--- src/rtl/multicycle_control_pkg.sv ---
// Shared definitions for the multi-cycle MIPS control path.
// Holds opcode constants, FSM state encodings, ALU operation class codes,
// ALU operand-B and PC source select codes, and the packed control-word
// type produced by the output decoder. The ALU control decoder and the
// datapath import the same constants so that encodings never drift apart.
package multicycle_control_pkg;

  // Instruction opcodes (IR[31:26])
  localparam logic [5:0] OP_RTYPE = 6'b000000;
  localparam logic [5:0] OP_LW    = 6'b100011;
  localparam logic [5:0] OP_SW    = 6'b101011;
  localparam logic [5:0] OP_BEQ   = 6'b000100;
  localparam logic [5:0] OP_BNE   = 6'b000101;
  localparam logic [5:0] OP_J     = 6'b000010;
  localparam logic [5:0] OP_ADDI  = 6'b001000;
  localparam logic [5:0] OP_ANDI  = 6'b001100;

  // FSM state encodings; 13-15 are unused and recover to FETCH
  typedef enum logic [3:0] {
    ST_IDLE      = 4'd0,
    ST_FETCH     = 4'd1,
    ST_DECODE    = 4'd2,
    ST_MEM_ADDR  = 4'd3,
    ST_MEM_READ  = 4'd4,
    ST_MEM_WB    = 4'd5,
    ST_MEM_WRITE = 4'd6,
    ST_EXECUTE   = 4'd7,
    ST_R_DONE    = 4'd8,
    ST_BRANCH    = 4'd9,
    ST_JUMP      = 4'd10,
    ST_IMM_EXEC  = 4'd11,
    ST_IMM_DONE  = 4'd12
  } state_t;

  // ALU operation class sent to the ALU control decoder
  localparam logic [1:0] ALUOP_ADD   = 2'b00;
  localparam logic [1:0] ALUOP_SUB   = 2'b01;
  localparam logic [1:0] ALUOP_RTYPE = 2'b10;
  localparam logic [1:0] ALUOP_AND   = 2'b11;

  // ALU operand-B select
  localparam logic [1:0] SRCB_REG     = 2'b00;
  localparam logic [1:0] SRCB_FOUR    = 2'b01;
  localparam logic [1:0] SRCB_IMM     = 2'b10;
  localparam logic [1:0] SRCB_IMM_SH2 = 2'b11;

  // PC source select
  localparam logic [1:0] PCSRC_ALU    = 2'b00;
  localparam logic [1:0] PCSRC_ALUOUT = 2'b01;
  localparam logic [1:0] PCSRC_JUMP   = 2'b10;

  typedef struct packed {
    logic       pc_write;
    logic       pc_write_cond;
    logic       branch_ne;
    logic       i_or_d;
    logic       mem_read;
    logic       mem_write;
    logic       ir_write;
    logic       mem_to_reg;
    logic       reg_dst;
    logic       reg_write;
    logic       alu_src_a;
    logic [1:0] alu_src_b;
    logic [1:0] alu_op;
    logic [1:0] pc_source;
    logic       illegal_op;
  } ctrl_t;

  function automatic logic is_legal_op(input logic [5:0] op);
    case (op)
      OP_RTYPE, OP_LW, OP_SW, OP_BEQ, OP_BNE,
      OP_J, OP_ADDI, OP_ANDI: is_legal_op = 1'b1;
      default:                is_legal_op = 1'b0;
    endcase
  endfunction

endpackage

--- src/rtl/multicycle_control_outputs.sv ---
// Combinational control-word decoder for the multi-cycle control FSM.
// Ports:
//   state_i     - current FSM state
//   opcode_i    - IR[31:26]
//   mem_ready_i - memory completes the current access this cycle
//   ctrl_o      - full control word; every field not driven by a state is 0
// Only FETCH (ir_write/pc_write follow mem_ready) and DECODE/BRANCH/IMM_EXEC
// (opcode-dependent fields) look at anything other than the state.
module multicycle_control_outputs
  import multicycle_control_pkg::*;
(
  input  state_t     state_i,
  input  logic [5:0] opcode_i,
  input  logic       mem_ready_i,
  output ctrl_t      ctrl_o
);

  always_comb begin
    ctrl_o = '0;
    case (state_i)
      ST_FETCH: begin
        ctrl_o.mem_read  = 1'b1;
        ctrl_o.i_or_d    = 1'b0;
        ctrl_o.alu_src_a = 1'b0;
        ctrl_o.alu_src_b = SRCB_FOUR;
        ctrl_o.alu_op    = ALUOP_ADD;
        ctrl_o.pc_source = PCSRC_ALU;
        // IR and PC load only on the cycle the fetch actually completes
        ctrl_o.ir_write  = mem_ready_i;
        ctrl_o.pc_write  = mem_ready_i;
      end
      ST_DECODE: begin
        // Branch target precompute: PC + (imm << 2)
        ctrl_o.alu_src_a  = 1'b0;
        ctrl_o.alu_src_b  = SRCB_IMM_SH2;
        ctrl_o.alu_op     = ALUOP_ADD;
        ctrl_o.illegal_op = ~is_legal_op(opcode_i);
      end
      ST_MEM_ADDR: begin
        ctrl_o.alu_src_a = 1'b1;
        ctrl_o.alu_src_b = SRCB_IMM;
        ctrl_o.alu_op    = ALUOP_ADD;
      end
      ST_MEM_READ: begin
        ctrl_o.mem_read = 1'b1;
        ctrl_o.i_or_d   = 1'b1;
      end
      ST_MEM_WB: begin
        ctrl_o.reg_write  = 1'b1;
        ctrl_o.mem_to_reg = 1'b1;
        ctrl_o.reg_dst    = 1'b0;
      end
      ST_MEM_WRITE: begin
        ctrl_o.mem_write = 1'b1;
        ctrl_o.i_or_d    = 1'b1;
      end
      ST_EXECUTE: begin
        ctrl_o.alu_src_a = 1'b1;
        ctrl_o.alu_src_b = SRCB_REG;
        ctrl_o.alu_op    = ALUOP_RTYPE;
      end
      ST_R_DONE: begin
        ctrl_o.reg_write  = 1'b1;
        ctrl_o.reg_dst    = 1'b1;
        ctrl_o.mem_to_reg = 1'b0;
      end
      ST_BRANCH: begin
        ctrl_o.alu_src_a     = 1'b1;
        ctrl_o.alu_src_b     = SRCB_REG;
        ctrl_o.alu_op        = ALUOP_SUB;
        ctrl_o.pc_write_cond = 1'b1;
        ctrl_o.pc_source     = PCSRC_ALUOUT;
        ctrl_o.branch_ne     = (opcode_i == OP_BNE);
      end
      ST_JUMP: begin
        ctrl_o.pc_write  = 1'b1;
        ctrl_o.pc_source = PCSRC_JUMP;
      end
      ST_IMM_EXEC: begin
        ctrl_o.alu_src_a = 1'b1;
        ctrl_o.alu_src_b = SRCB_IMM;
        ctrl_o.alu_op    = (opcode_i == OP_ANDI) ? ALUOP_AND : ALUOP_ADD;
      end
      ST_IMM_DONE: begin
        ctrl_o.reg_write  = 1'b1;
        ctrl_o.reg_dst    = 1'b0;
        ctrl_o.mem_to_reg = 1'b0;
      end
      default: ctrl_o = '0;
    endcase
  end

endmodule

--- src/rtl/multicycle_control.sv ---
// Main control FSM for the multi-cycle MIPS datapath.
// Ports:
//   clk_i, rst_ni      - clock (rising edge) and async active-low reset
//   opcode_i           - IR[31:26], stable from end of FETCH to next FETCH
//   mem_ready_i        - memory completes the current access this cycle
//   pc_write_o .. pc_source_o - datapath control strobes and selects
//   illegal_op_o       - one-cycle pulse on an unsupported opcode in DECODE
//   state_o            - current state, for debug
//
// state     | meaning
// ----------+-------------------------------------------------
// IDLE      | held in reset; leaves on first clock after release
// FETCH     | read instruction at PC, PC+4; waits on mem_ready
// DECODE    | register read, branch target precompute
// MEM_ADDR  | base + offset for lw/sw
// MEM_READ  | data read at ALUOut; waits on mem_ready
// MEM_WB    | MDR -> rt
// MEM_WRITE | data write at ALUOut; waits on mem_ready
// EXECUTE   | R-type ALU op
// R_DONE    | ALUOut -> rd
// BRANCH    | A - B compare, conditional PC load
// JUMP      | PC <- jump target
// IMM_EXEC  | addi/andi ALU op
// IMM_DONE  | ALUOut -> rt
module multicycle_control
  import multicycle_control_pkg::*;
#(
  parameter int OP_W = 6,
  parameter int ST_W = 4
) (
  input  logic            clk_i,
  input  logic            rst_ni,
  input  logic [OP_W-1:0] opcode_i,
  input  logic            mem_ready_i,
  output logic            pc_write_o,
  output logic            pc_write_cond_o,
  output logic            branch_ne_o,
  output logic            i_or_d_o,
  output logic            mem_read_o,
  output logic            mem_write_o,
  output logic            ir_write_o,
  output logic            mem_to_reg_o,
  output logic            reg_dst_o,
  output logic            reg_write_o,
  output logic            alu_src_a_o,
  output logic [1:0]      alu_src_b_o,
  output logic [1:0]      alu_op_o,
  output logic [1:0]      pc_source_o,
  output logic            illegal_op_o,
  output logic [ST_W-1:0] state_o
);

  state_t     state_q, state_d;
  logic [5:0] op;
  ctrl_t      ctrl;

  assign op = opcode_i[5:0];

  always_ff @(posedge clk_i or negedge rst_ni) begin
    if (!rst_ni) state_q <= ST_IDLE;
    else         state_q <= state_d;
  end

  always_comb begin
    state_d = state_q;
    case (state_q)
      ST_IDLE:  state_d = ST_FETCH;
      ST_FETCH: state_d = mem_ready_i ? ST_DECODE : ST_FETCH;
      ST_DECODE: begin
        case (op)
          OP_LW, OP_SW:     state_d = ST_MEM_ADDR;
          OP_RTYPE:         state_d = ST_EXECUTE;
          OP_BEQ, OP_BNE:   state_d = ST_BRANCH;
          OP_J:             state_d = ST_JUMP;
          OP_ADDI, OP_ANDI: state_d = ST_IMM_EXEC;
          default:          state_d = ST_FETCH;
        endcase
      end
      // Opcode is held stable, so anything reaching MEM_ADDR is lw or sw
      ST_MEM_ADDR:  state_d = (op == OP_LW) ? ST_MEM_READ : ST_MEM_WRITE;
      ST_MEM_READ:  state_d = mem_ready_i ? ST_MEM_WB : ST_MEM_READ;
      ST_MEM_WB:    state_d = ST_FETCH;
      ST_MEM_WRITE: state_d = mem_ready_i ? ST_FETCH : ST_MEM_WRITE;
      ST_EXECUTE:   state_d = ST_R_DONE;
      ST_R_DONE:    state_d = ST_FETCH;
      ST_BRANCH:    state_d = ST_FETCH;
      ST_JUMP:      state_d = ST_FETCH;
      ST_IMM_EXEC:  state_d = ST_IMM_DONE;
      ST_IMM_DONE:  state_d = ST_FETCH;
      default:      state_d = ST_FETCH;
    endcase
  end

  multicycle_control_outputs u_outputs (
    .state_i     (state_q),
    .opcode_i    (op),
    .mem_ready_i (mem_ready_i),
    .ctrl_o      (ctrl)
  );

  assign pc_write_o      = ctrl.pc_write;
  assign pc_write_cond_o = ctrl.pc_write_cond;
  assign branch_ne_o     = ctrl.branch_ne;
  assign i_or_d_o        = ctrl.i_or_d;
  assign mem_read_o      = ctrl.mem_read;
  assign mem_write_o     = ctrl.mem_write;
  assign ir_write_o      = ctrl.ir_write;
  assign mem_to_reg_o    = ctrl.mem_to_reg;
  assign reg_dst_o       = ctrl.reg_dst;
  assign reg_write_o     = ctrl.reg_write;
  assign alu_src_a_o     = ctrl.alu_src_a;
  assign alu_src_b_o     = ctrl.alu_src_b;
  assign alu_op_o        = ctrl.alu_op;
  assign pc_source_o     = ctrl.pc_source;
  assign illegal_op_o    = ctrl.illegal_op;
  assign state_o         = ST_W'(state_q);

endmodule
--- config.mk ---
export PLATFORM = sky130hd
export DESIGN_NAME = multicycle_control
export DESIGN_NICKNAME = d
export VERILOG_FILES = /design/src/rtl/multicycle_control_pkg.sv /design/src/rtl/multicycle_control_outputs.sv /design/src/rtl/multicycle_control.sv
export SDC_FILE = /design/constraint.sdc
export NUM_CORES = 1
export LEC_CHECK = 0
export BUFFER_PORTS_ARGS = -buffer_cell sky130_fd_sc_hd__buf_2
export CORE_AREA = 5 5 42 44
export CTS_CLUSTER_DIAMETER = 100
export DETAILED_ROUTE_END_ITERATION = 10
export DIE_AREA = 0 0 47 49
export GPL_ROUTABILITY_DRIVEN = 0
export PLACE_DENSITY_LB_ADDON = 0.25
export SETUP_SLACK_MARGIN = 0.1
export SYNTH_ARGS = -nofsm -noshare
export SYNTH_HDL_FRONTEND = slang
export SYNTH_SLANG_ARGS = --single-unit
--- constraint.sdc ---
create_clock -name clk_i -period 1.5 [get_ports clk_i]
set_input_delay 0.075 -clock clk_i [delete_from_list [all_inputs] [get_ports clk_i]]
set_output_delay 0.075 -clock clk_i [all_outputs]
set_load 0.1 [all_outputs]
==> results.md, run 1 <==
* Stage reached: clock tree synthesis
* Post-Syn Nets at 87
* Cells after synthesis at 78
* Cts bufs inserted at 3
* Max clock buf depth at 2
* Netlist Area Pre-Place at 516.7 um^2
* Yosys cell types at 31
* Number of synthesized flops with an enable pin at 0
* First Error: [ERROR DPL-0038] Utilization greater than 100%, impossible to legalize
* Placed cells at 124
* Row count at 14
* Die width at 47 um
* Die height at 49 um
* Sink Count at 4
* Yosys top cell by area: dfrtp_1
* Post CTS Setup Buffer Count at 18
* Status: aborted with a tool error
* Final HPWL DP at 1.686 mm
* Cts repair resizes at 11
* Clock Root Buffer: clkbuf_4
* Sequential fraction of the synthesis area at 19.37%
* Seq cells post-synth at 4
* Ranking of synthesized cells by area: dfrtp_1, nor2_1, a21oi_1, nand2b_1, nor3_1
* Cts hold-fix bufs at 1
* Post-synth top area share at 19.37%
* Ys Warns at 0
* PortBufs at 30
* Syn avg cell area at 6.625 um^2
* Initial Util at 36.88%
* Synth Flop Type: dfrtp_1
* H-tree depth at 1
* Top Ports at 31
* Ys async rst share at 100.0%
==> synth_stat cells (2+ instances only) <==
cell type  instances
a21oi_1            9
and3_1             3
buf_2              3
buf_4              2
dfrtp_1            4
inv_1              2
inv_2              2
nand2_1            5
nand2b_1           4
nand3_1            4
nor2_1            13
nor3_1             5
o21ai_1            3
o221ai_1           2
==> logic make-up after synthesis <==
| kind of cell | after synthesis | synth area share [%] |
|---|---|---|
| DFF | 4 | 19.37 |
| buffers and inverters | 9 | 8.716 |
| and+or+nand+nor | 44 | 46.49 |
| xor gates and xnor gates | 1 | 1.695 |
| AOI/OAI and AO/OA | 20 | 23.73 |
==> per-stage QoR <==
stage | TNS, ns | area, um^2 | hold slack, ns | setup WS [ns]
2_1_floorplan | -4.058 | 735.7 | -0.2206 | -0.5493
3_3_place_gp | 0 | 1190 | -0.1226 | 0.1424
3_5_place_dp | 0 | 1190 | -0.1171 | 0.1235
==> run 2, diff against run 1 <==
--- a/config.mk
+++ b/config.mk
@@ -6,13 +6,11 @@
 export NUM_CORES = 1
 export LEC_CHECK = 0
 export BUFFER_PORTS_ARGS = -buffer_cell sky130_fd_sc_hd__buf_2
-export CORE_AREA = 5 5 42 44
-export CTS_CLUSTER_DIAMETER = 100
+export CORE_AREA = 5 5 66 68
 export DETAILED_ROUTE_END_ITERATION = 10
-export DIE_AREA = 0 0 47 49
+export DIE_AREA = 0 0 71 73
 export GPL_ROUTABILITY_DRIVEN = 0
-export PLACE_DENSITY_LB_ADDON = 0.25
-export SETUP_SLACK_MARGIN = 0.1
+export PLACE_DENSITY_LB_ADDON = 0.15
 export SYNTH_ARGS = -nofsm -noshare
 export SYNTH_HDL_FRONTEND = slang
 export SYNTH_SLANG_ARGS = --single-unit
==> results.md, run 2 <==
* Fmax at 650.5 MHz
* Commonest non-fill, non-tap cell in the layout: buf_12
* Netlist Area Pre-Place at 516.7 um^2 (unchanged)
* PnR worst setup slack at -0.03735 ns
* Synth Flop Type: dfrtp_1 (unchanged)
* Syn avg cell area at 6.625 um^2 (unchanged)
* Nets at 142
* Worst Setup Start Kind: flop
* Via count at 784
* Skew final at 0.0001617 ns
* Worst Hold Class: primary input to asynchronous set/reset pin
* Number of synthesized flops with an enable pin at 0 (unchanged)
* Gr usage total at 8.666%
* R2r endpoint: state_o[3]$_DFF_PN0_
* Ys Warns at 0 (unchanged)
* Post-synthesis mux area share at 0% (unchanged)
* Routed Antenna Nets at 0
* Post-Syn Nets at 87 (unchanged)
* Initial Util at 13.60% (was 36.88%)
* Most frequent cells in the layout: buf_12, buf_4, buf_2, nor2_1
* Most frequent cell after synthesis: nor2_1 (unchanged)
* Adder-cell share of the synthesized area at 0% (unchanged)
* Maxcap violations at 0
* Ys async rst share at 100.0% (unchanged)
* Cells after synthesis at 78 (unchanged)
* Minimum clock period at 1.537 ns
* Cts bufs inserted at 3 (unchanged)
* Critical Path End Type: primary output
* WL/cell at 12.31 um
* Clk pin slew, worst setup/hold paths at 0.03 ns
* Initial DRT Pass Iterations at 4
* Largest family of logic cells by synthesized area: simple AND/OR/NAND/NOR gates (unchanged)
* Tightest Pin Transition at 0.4921 ns
* Layout cells sized above 1 at 68.70%
* CTS tree: yes
* Cell Chain, Critical Path: nand2b_4 > or2_4 > a21oi_4 > buf_12
* Row count at 23 (was 14)
* Period utilization at 102.5%
* Slowest CP cell: dfrtp_4
* Max reg flops at 4
* Ranking of synthesized cells by area: dfrtp_1, nor2_1, a21oi_1, nand2b_1, nor3_1 (unchanged)
* Relative slew slack at 67.42%
* Synth Area in Simple Gates at 46.49% (unchanged)
* Final HPWL DP at 1.784 mm (was 1.686 mm)
* Die ar. at 5183 um^2
* Yosys cell types at 31 (unchanged)
* Clock Root Buffer: clkbuf_8 (was clkbuf_4)
* Die height at 73 um (was 49 um)
* Worst R2R Setup Slack at 0.09 ns
* Worst Path Required at 1.42 ns
* Worst-path maximum fanout at 7
* Reg2reg path depth at 5
* XOR/XNOR Fraction of Synth Area at 1.695% (unchanged)
* Yosys top cell by area: dfrtp_1 (unchanged)
* Top Ports at 31 (unchanged)
* Via density per instance at 4.331
* Final Non-Filler Cells at 181
* Sink Count at 4 (unchanged)
* First-pass GRT wire length at 3.588 mm
* RSZ-0062 raised after global routing: true
* Die width at 71 um (was 47 um)
* Area Overhead vs Synth at 184.0%
* Endpoints failing setup at 3
* PortBufs at 30 (unchanged)
* ANT cells at 0
* WHS at 0.2017 ns
* Max clock buf depth at 2 (unchanged)
* Endpoints failing hold at 0
* Worst stage delay on the critical path at 0.50 ns
* Core Region at 3799 um^2
* Failing checks: negative setup slack
* Reg2reg start: state_o[2]$_DFF_PN0_
* Synth cell count leaders: nor2_1, a21oi_1, nand2_1, nor3_1 (unchanged)
* Final core occ at 38.64%
* Crit path DAT at 1.46 ns
* Crit Path Class: flop to primary output
* Vias in the first global route at 778
* # DRC at 0
* Fin. max-slew vios at 0
* Setup TNS at -0.07454 ns
* Placed cells at 159 (was 124)
* DRT iter0 DRCs at 22
* Crit path to: reg_write_o
* Crit path launch: state_o[3]$_DFF_PN0_
* Antenna violations before repair at 0
* Total grt overflow at 0
* H-tree depth at 1 (unchanged)
* Largest net degree at the start of global routing at 11
* Compound-Gate Fraction of Synth Area at 23.73% (unchanged)
* Status: complete, but fails checks (was aborted with a tool error)
* Post-synth top area share at 19.37% (unchanged)
* Final wirelength at 2.228 mm
* Seq cells post-synth at 4 (unchanged)
* Clk Latency, worst-skew pair at 0.21 ns
* Sequential fraction of the synthesis area at 19.37% (unchanged)
-- run 2: cell counts after synthesis --
No cell type changed its count.
-- run 2: final cells by class --
cell class / count / area (um^2)
inverter: 4 / 22.52
multi-input combinational: 65 / 573.1
tap: 50 / 62.56
clock buffer: 3 / 41.29
fill: 392 / 2331
timing repair buffer: 55 / 653.1
sequential: 4 / 115.1
-- run 2: worst min path at each step --
stage           start                    to  slack (ns)
2_1_floorplan  rst_ni  state_o[0]$_DFF_PN0_       -0.22
3_3_place_gp   rst_ni  state_o[0]$_DFF_PN0_       -0.12
3_5_place_dp   rst_ni  state_o[0]$_DFF_PN0_       -0.11
4_1_cts        rst_ni  state_o[3]$_DFF_PN0_        0.20
5_1_grt        rst_ni  state_o[3]$_DFF_PN0_        0.22
6_report       rst_ni  state_o[0]$_DFF_PN0_        0.20
-- run 2: timing repair --
action	4_1_cts	5_1_grt
endpoints found under the hold margin	4	0
hold buffers	1	0
buffers inserted	11	7
resized for setup	3	10
pin swaps	6	7
setup endpoints to repair	9	13
-- run 2: worst max-delay path, delay by kind of cell (launching register included) --
kind                   cells  cell delay, ns
buffers and inverters      1            0.19
AOI/OAI and AO/OA          1            0.15
DFF                        1            0.50
and+or+nand+nor            2            0.41
-- run 2: cell families after synthesis --
kind of cell	Yosys count
AO/OA/AOI/OAI	20
XOR/XNOR	1
buffers and inverters	9
flip-flops	4
AND/OR/NAND/NOR	44
-- run 2: layer usage --
| metal | routed length, um | track usage [%] | part of all wire, % | up-vias |
|---|---|---|---|---|
| met5 | 0 | 0 | 0 | - |
| met4 | 0 | 3.132 | 0 | 0 |
| met3 | 106 | 2.066 | 4.8 | 0 |
| met2 | 1252 | 16.07 | 56 | 19 |
| met1 | 869 | 9.587 | 39 | 372 |
| li1 | - | - | - | 393 |
-- run 2: metrics by stage --
| step | area, um^2 | setup WS (ns) |
|---|---|---|
| after floorplan | 728.2 | -0.5493 |
| after global placement | 1207 | 0.09364 |
| after detailed placement | 1207 | 0.1179 |
| after CTS | 1365 | -0.05604 |
| after global routing | 1468 | -0.07334 |
| final | 1468 | -0.03735 |
Power of run 2 is left out: the tool's default activity adds up to more than one toggle a clock period on the data nets, which glitch-free logic cannot reach.
==> run 3, diff against run 2 <==
--- a/config.mk
+++ b/config.mk
@@ -7,10 +7,13 @@
 export LEC_CHECK = 0
 export BUFFER_PORTS_ARGS = -buffer_cell sky130_fd_sc_hd__buf_2
 export CORE_AREA = 5 5 66 68
+export CTS_BUF_LIST = sky130_fd_sc_hd__clkbuf_4 sky130_fd_sc_hd__clkbuf_8
 export DETAILED_ROUTE_END_ITERATION = 10
 export DIE_AREA = 0 0 71 73
 export GPL_ROUTABILITY_DRIVEN = 0
+export HOLD_SLACK_MARGIN = 0.02
 export PLACE_DENSITY_LB_ADDON = 0.15
+export SETUP_SLACK_MARGIN = 0.02
 export SYNTH_ARGS = -nofsm -noshare
 export SYNTH_HDL_FRONTEND = slang
 export SYNTH_SLANG_ARGS = --single-unit
==> results.md, run 3 (synthesis results as in run 2) <==
* Fmax at 650.5 MHz (unchanged)
* Worst-path maximum fanout at 7 (unchanged)
* Routed Antenna Nets at 0 (unchanged)
* Total grt overflow at 0 (unchanged)
* Routed length on met3 at 106 um (unchanged)
* Cts bufs inserted at 3 (unchanged)
* Area Overhead vs Synth at 184.0% (unchanged)
* Critical Path End Type: primary output (unchanged)
* Cell Chain, Critical Path: nand2b_4 > or2_4 > a21oi_4 > buf_12 (unchanged)
* Final HPWL DP at 1.784 mm (unchanged)
* Status: complete, but fails checks (unchanged)
* Skew final at 0.0001617 ns (unchanged)
* Worst R2R Setup Slack at 0.09 ns (about the same)
* Clk pin slew, worst setup/hold paths at 0.03 ns (about the same)
* R2r endpoint: state_o[3]$_DFF_PN0_ (unchanged)
* ANT cells at 0 (unchanged)
* Gr usage total at 8.666% (unchanged)
* Top Ports at 31 (unchanged)
* Slowest CP cell: dfrtp_4 (unchanged)
* Nets at 142 (unchanged)
* Clock Root Buffer: clkbuf_8 (unchanged)
* Max clock buf depth at 2 (unchanged)
* Crit Path Class: flop to primary output (unchanged)
* Antenna violations before repair at 0 (unchanged)
* Stages on worst setup path at 4 (unchanged)
* Most frequent cells in the layout: buf_12, buf_4, buf_2, nor2_1 (unchanged)
* Clk Latency, worst-skew pair at 0.21 ns (about the same)
* PnR worst setup slack at -0.03735 ns (unchanged)
* Top layer in use: met3 (unchanged)
* Initial DRT Pass Iterations at 4 (unchanged)
* WHS at 0.2017 ns (unchanged)
* # DRC at 0 (unchanged)
* Reg2reg path depth at 5 (unchanged)
* Final wirelength at 2.228 mm (unchanged)
* PortBufs at 30 (unchanged)
* Sink Count at 4 (unchanged)
* Period utilization at 102.5% (unchanged)
* Worst Setup Start Kind: flop (unchanged)
* Die ar. at 5183 um^2 (unchanged)
* Worst stage delay on the critical path at 0.50 ns (about the same)
* Relative slew slack at 67.42% (unchanged)
* Via density per instance at 4.331 (unchanged)
* Place WS at 0.1179 ns (unchanged)
* DR WL met2 at 1.252 mm (unchanged)
* Layout cells sized above 1 at 68.70% (unchanged)
* Largest net degree at the start of global routing at 11 (unchanged)
* Commonest non-fill, non-tap cell in the layout: buf_12 (unchanged)
* Fin. max-slew vios at 0 (unchanged)
* Tightest Pin Transition at 0.4921 ns (unchanged)
* Die width at 71 um (unchanged)
* Crit path DAT at 1.46 ns (about the same)
* Worst Path Required at 1.42 ns (about the same)
* CTS tree: yes (unchanged)
* Crit path buffers/inverters at 1 (unchanged)
* WL/cell at 12.31 um (unchanged)
* Row count at 23 (unchanged)
* RSZ-0062 raised after global routing: true (unchanged)
* Reg2reg start: state_o[2]$_DFF_PN0_ (unchanged)
* Via count at 784 (unchanged)
* Endpoints failing setup at 3 (unchanged)
* Core Region at 3799 um^2 (unchanged)
* First-pass GRT wire length at 3.588 mm (unchanged)
* Minimum clock period at 1.537 ns (unchanged)
* Vias in the first global route at 772 (was 778)
* CP delay by family, top: flip-flops (unchanged)
* Max reg flops at 4 (unchanged)
* Die height at 73 um (unchanged)
* Endpoints failing hold at 0 (unchanged)
* Failing checks: negative setup slack (unchanged)
* Maxcap violations at 0 (unchanged)
* Initial Util at 13.60% (unchanged)
* Met1 WL at 869 um (unchanged)
* DRT iter0 DRCs at 22 (unchanged)
* Worst Hold Class: primary input to asynchronous set/reset pin (unchanged)
* H-tree depth at 1 (unchanged)
## run 3: cell counts in the layout (fill, tap and decap cells not counted)
No cell type changed its count.
## run 3: area by class of cell
type | count | area, um^2
clock buffers | 3 | 41.29
fillers | 392 | 2331
inverters | 4 | 22.52
multi-input cells | 65 | 573.1
flip-flops and latches | 4 | 115.1
well taps | 50 | 62.56
repair buffers | 55 | 653.1
## run 3: timing repair
item / 4_1_cts / 5_1_grt
resized for setup: 3 / 10
setup endpoints to repair: 9 / 13
endpoints found under the hold margin: 4 / 0
hold buffers: 1 / 0
pin swaps: 6 / 7
buffers inserted: 11 / 7
## run 3: worst max-delay path by stage
| stage | from | endpoint |
|---|---|---|
| 5_1_grt | state_o[1]$_DFF_PN0_ | pc_write_o |
| 3_3_place_gp | state_o[0]$_DFF_PN0_ | state_o[3]$_DFF_PN0_ |
| 3_5_place_dp | state_o[1]$_DFF_PN0_ | pc_write_o |
| 2_1_floorplan | state_o[2]$_DFF_PN0_ | branch_ne_o |
| 4_1_cts | state_o[3]$_DFF_PN0_ | reg_write_o |
| 6_report | state_o[3]$_DFF_PN0_ | reg_write_o |
## run 3: layer usage
metal	global-route usage [%]	up-vias
li1	-	393
met5	0	-
met2	16.07	19
met3	2.066	0
met1	9.587	372
met4	3.132	0
## run 3: through the flow
step	instances	util (%)	instance area, um^2	TNS, ns
4_1_cts	174	35.94	1365	-0.1546
3_5_place_dp	159	31.79	1207	0
6_report	181	38.64	1468	-0.07454
3_3_place_gp	159	31.79	1207	0
5_1_grt	181	38.64	1468	-0.4493
2_1_floorplan	78	-	728.2	-4.080
Power of run 3 is left out for the same reason.
==> run 4, diff against run 3 <==
--- a/config.mk
+++ b/config.mk
@@ -13,6 +13,7 @@
 export GPL_ROUTABILITY_DRIVEN = 0
 export HOLD_SLACK_MARGIN = 0.02
 export PLACE_DENSITY_LB_ADDON = 0.15
+export RECOVER_POWER = 25
 export SETUP_SLACK_MARGIN = 0.02
 export SYNTH_ARGS = -nofsm -noshare
 export SYNTH_HDL_FRONTEND = slang
==> results.md, run 4 (synthesis results as in run 2) <==
* R2r endpoint: state_o[3]$_DFF_PN0_ (unchanged)
* Setup TNS at -0.07454 ns (unchanged)
* Final HPWL DP at 1.784 mm (unchanged)
* Failing checks: negative setup slack (unchanged)
* Die ar. at 5183 um^2 (unchanged)
* Via density per instance at 4.331 (unchanged)
* Vias in the first global route at 772 (unchanged)
* Max reg flops at 4 (unchanged)
* Clk Latency, worst-skew pair at 0.21 ns (about the same)
* Gr usage total at 8.666% (unchanged)
* ANT cells at 0 (unchanged)
* Tightest Pin Transition at 0.4921 ns (unchanged)
* Layout cells sized above 1 at 67.94% (was 68.70%)
* Via count at 784 (unchanged)
* # DRC at 0 (unchanged)
* Core Region at 3799 um^2 (unchanged)
* Initial Util at 13.60% (unchanged)
* Largest net degree at the start of global routing at 11 (unchanged)
* Period utilization at 102.5% (unchanged)
* Antenna violations before repair at 0 (unchanged)
* H-tree depth at 1 (unchanged)
* Worst R2R Setup Slack at 0.09 ns (about the same)
* Endpoints failing setup at 3 (unchanged)
* Sink Count at 4 (unchanged)
* Status: complete, but fails checks (unchanged)
* PortBufs at 30 (unchanged)
* RSZ-0062 raised after global routing: true (unchanged)
* Total grt overflow at 0 (unchanged)
* Critical Path End Type: primary output (unchanged)
* Relative slew slack at 67.42% (unchanged)
* Maxcap violations at 0 (unchanged)
* Reg2reg start: state_o[2]$_DFF_PN0_ (unchanged)
* Row count at 23 (unchanged)
* Die width at 71 um (unchanged)
* WL/cell at 12.31 um (unchanged)
* Skew final at 0.0001617 ns (unchanged)
* Worst Setup Start Kind: flop (unchanged)
* Reg2reg path depth at 5 (unchanged)
* Worst-path maximum fanout at 7 (unchanged)
* DRT iter0 DRCs at 22 (unchanged)
* Clk pin slew, worst setup/hold paths at 0.03 ns (about the same)
* Crit Path Class: flop to primary output (unchanged)
* Top Ports at 31 (unchanged)
* Final wirelength at 2.228 mm (unchanged)
* Place WS at 0.1179 ns (unchanged)
* Routed Antenna Nets at 0 (unchanged)
* Crit path launch: state_o[3]$_DFF_PN0_ (unchanged)
* Area Overhead vs Synth at 183.8% (was 184.0%)
* Fmax at 650.5 MHz (unchanged)
* Worst stage delay on the critical path at 0.50 ns (about the same)
* Slowest CP cell: dfrtp_4 (unchanged)
* Worst Path Required at 1.42 ns (about the same)
* Worst Hold Class: primary input to asynchronous set/reset pin (unchanged)
* First-pass GRT wire length at 3.588 mm (unchanged)
* Most frequent cells in the layout: buf_12, buf_4, buf_2, nor2_1 (unchanged)
* Minimum clock period at 1.537 ns (unchanged)
* Max clock buf depth at 2 (unchanged)
* Fin. max-slew vios at 0 (unchanged)
* Clock Root Buffer: clkbuf_8 (unchanged)
* Die height at 73 um (unchanged)
* Endpoints failing hold at 0 (unchanged)
* Cell Chain, Critical Path: nand2b_4 > or2_4 > a21oi_4 > buf_12 (unchanged)
* Crit path DAT at 1.46 ns (about the same)
* Nets at 142 (unchanged)
* Initial DRT Pass Iterations at 4 (unchanged)
* CTS tree: yes (unchanged)
* Cts bufs inserted at 3 (unchanged)
* PnR worst setup slack at -0.03735 ns (unchanged)
* Commonest non-fill, non-tap cell in the layout: buf_12 (unchanged)
* Crit path to: reg_write_o (unchanged)
## run 4: how the worst min path moves through the flow
| stage | end | depth (start not counted) | startpoint | slack [ns] |
|---|---|---|---|---|
| final | state_o[0]$_DFF_PN0_ | 2 | rst_ni | 0.23 |
| after floorplan | state_o[0]$_DFF_PN0_ | 0 | rst_ni | -0.22 |
| after detailed placement | state_o[0]$_DFF_PN0_ | 1 | rst_ni | -0.11 |
| after global placement | state_o[0]$_DFF_PN0_ | 1 | rst_ni | -0.12 |
| after CTS | state_o[3]$_DFF_PN0_ | 2 | rst_ni | 0.20 |
| after global routing | state_o[2]$_DFF_PN0_ | 2 | opcode_i[1] | 0.22 |
## run 4: repair_timing
action                                  CTS  global route
pin swaps                                 6             7
endpoints found under the setup margin    9            13
gates resized for setup                   3            10
hold buffers                              1             0
buffers inserted                         11             7
endpoints found under the hold margin     4             0
## run 4: through the flow
| stage | util [%] | cell area (um^2) | instances | hold slack [ns] |
|---|---|---|---|---|
| after CTS | 35.94 | 1365 | 174 | 0.2021 |
| after floorplan | - | 728.2 | 78 | -0.2206 |
| final | 38.60 | 1466 | 181 | 0.2260 |
| after global placement | 31.79 | 1207 | 159 | -0.1164 |
| after detailed placement | 31.79 | 1207 | 159 | -0.1133 |
| after global routing | 38.60 | 1466 | 181 | 0.2217 |
## run 4: final cells by class
class,count,area [um^2]
clock buffers,3,41.29
fillers,393,2332
inverters,4,22.52
multi-input cells,65,573.1
flip-flops and latches,4,115.1
well taps,50,62.56
repair buffers,55,651.9
## run 4: routing by layer
layer  part of all wire (%)  wire, um  up-vias  track usage [%]
li1                       -         -      393                -
met1                     39       869      372            9.587
met2                     56      1252       19            16.07
met3                    4.8       106        0            2.066
met4                      0         0        0            3.132
met5                      0         0        -                0
## run 4: critical path, delay by kind of cell, from the launching register on
| kind | cells | cell delay [ns] |
|---|---|---|
| buf+inv | 1 | 0.19 |
| simple gates | 2 | 0.41 |
| flops | 1 | 0.50 |
| compound gates | 1 | 0.15 |
Power of run 4 is left out for the same reason.
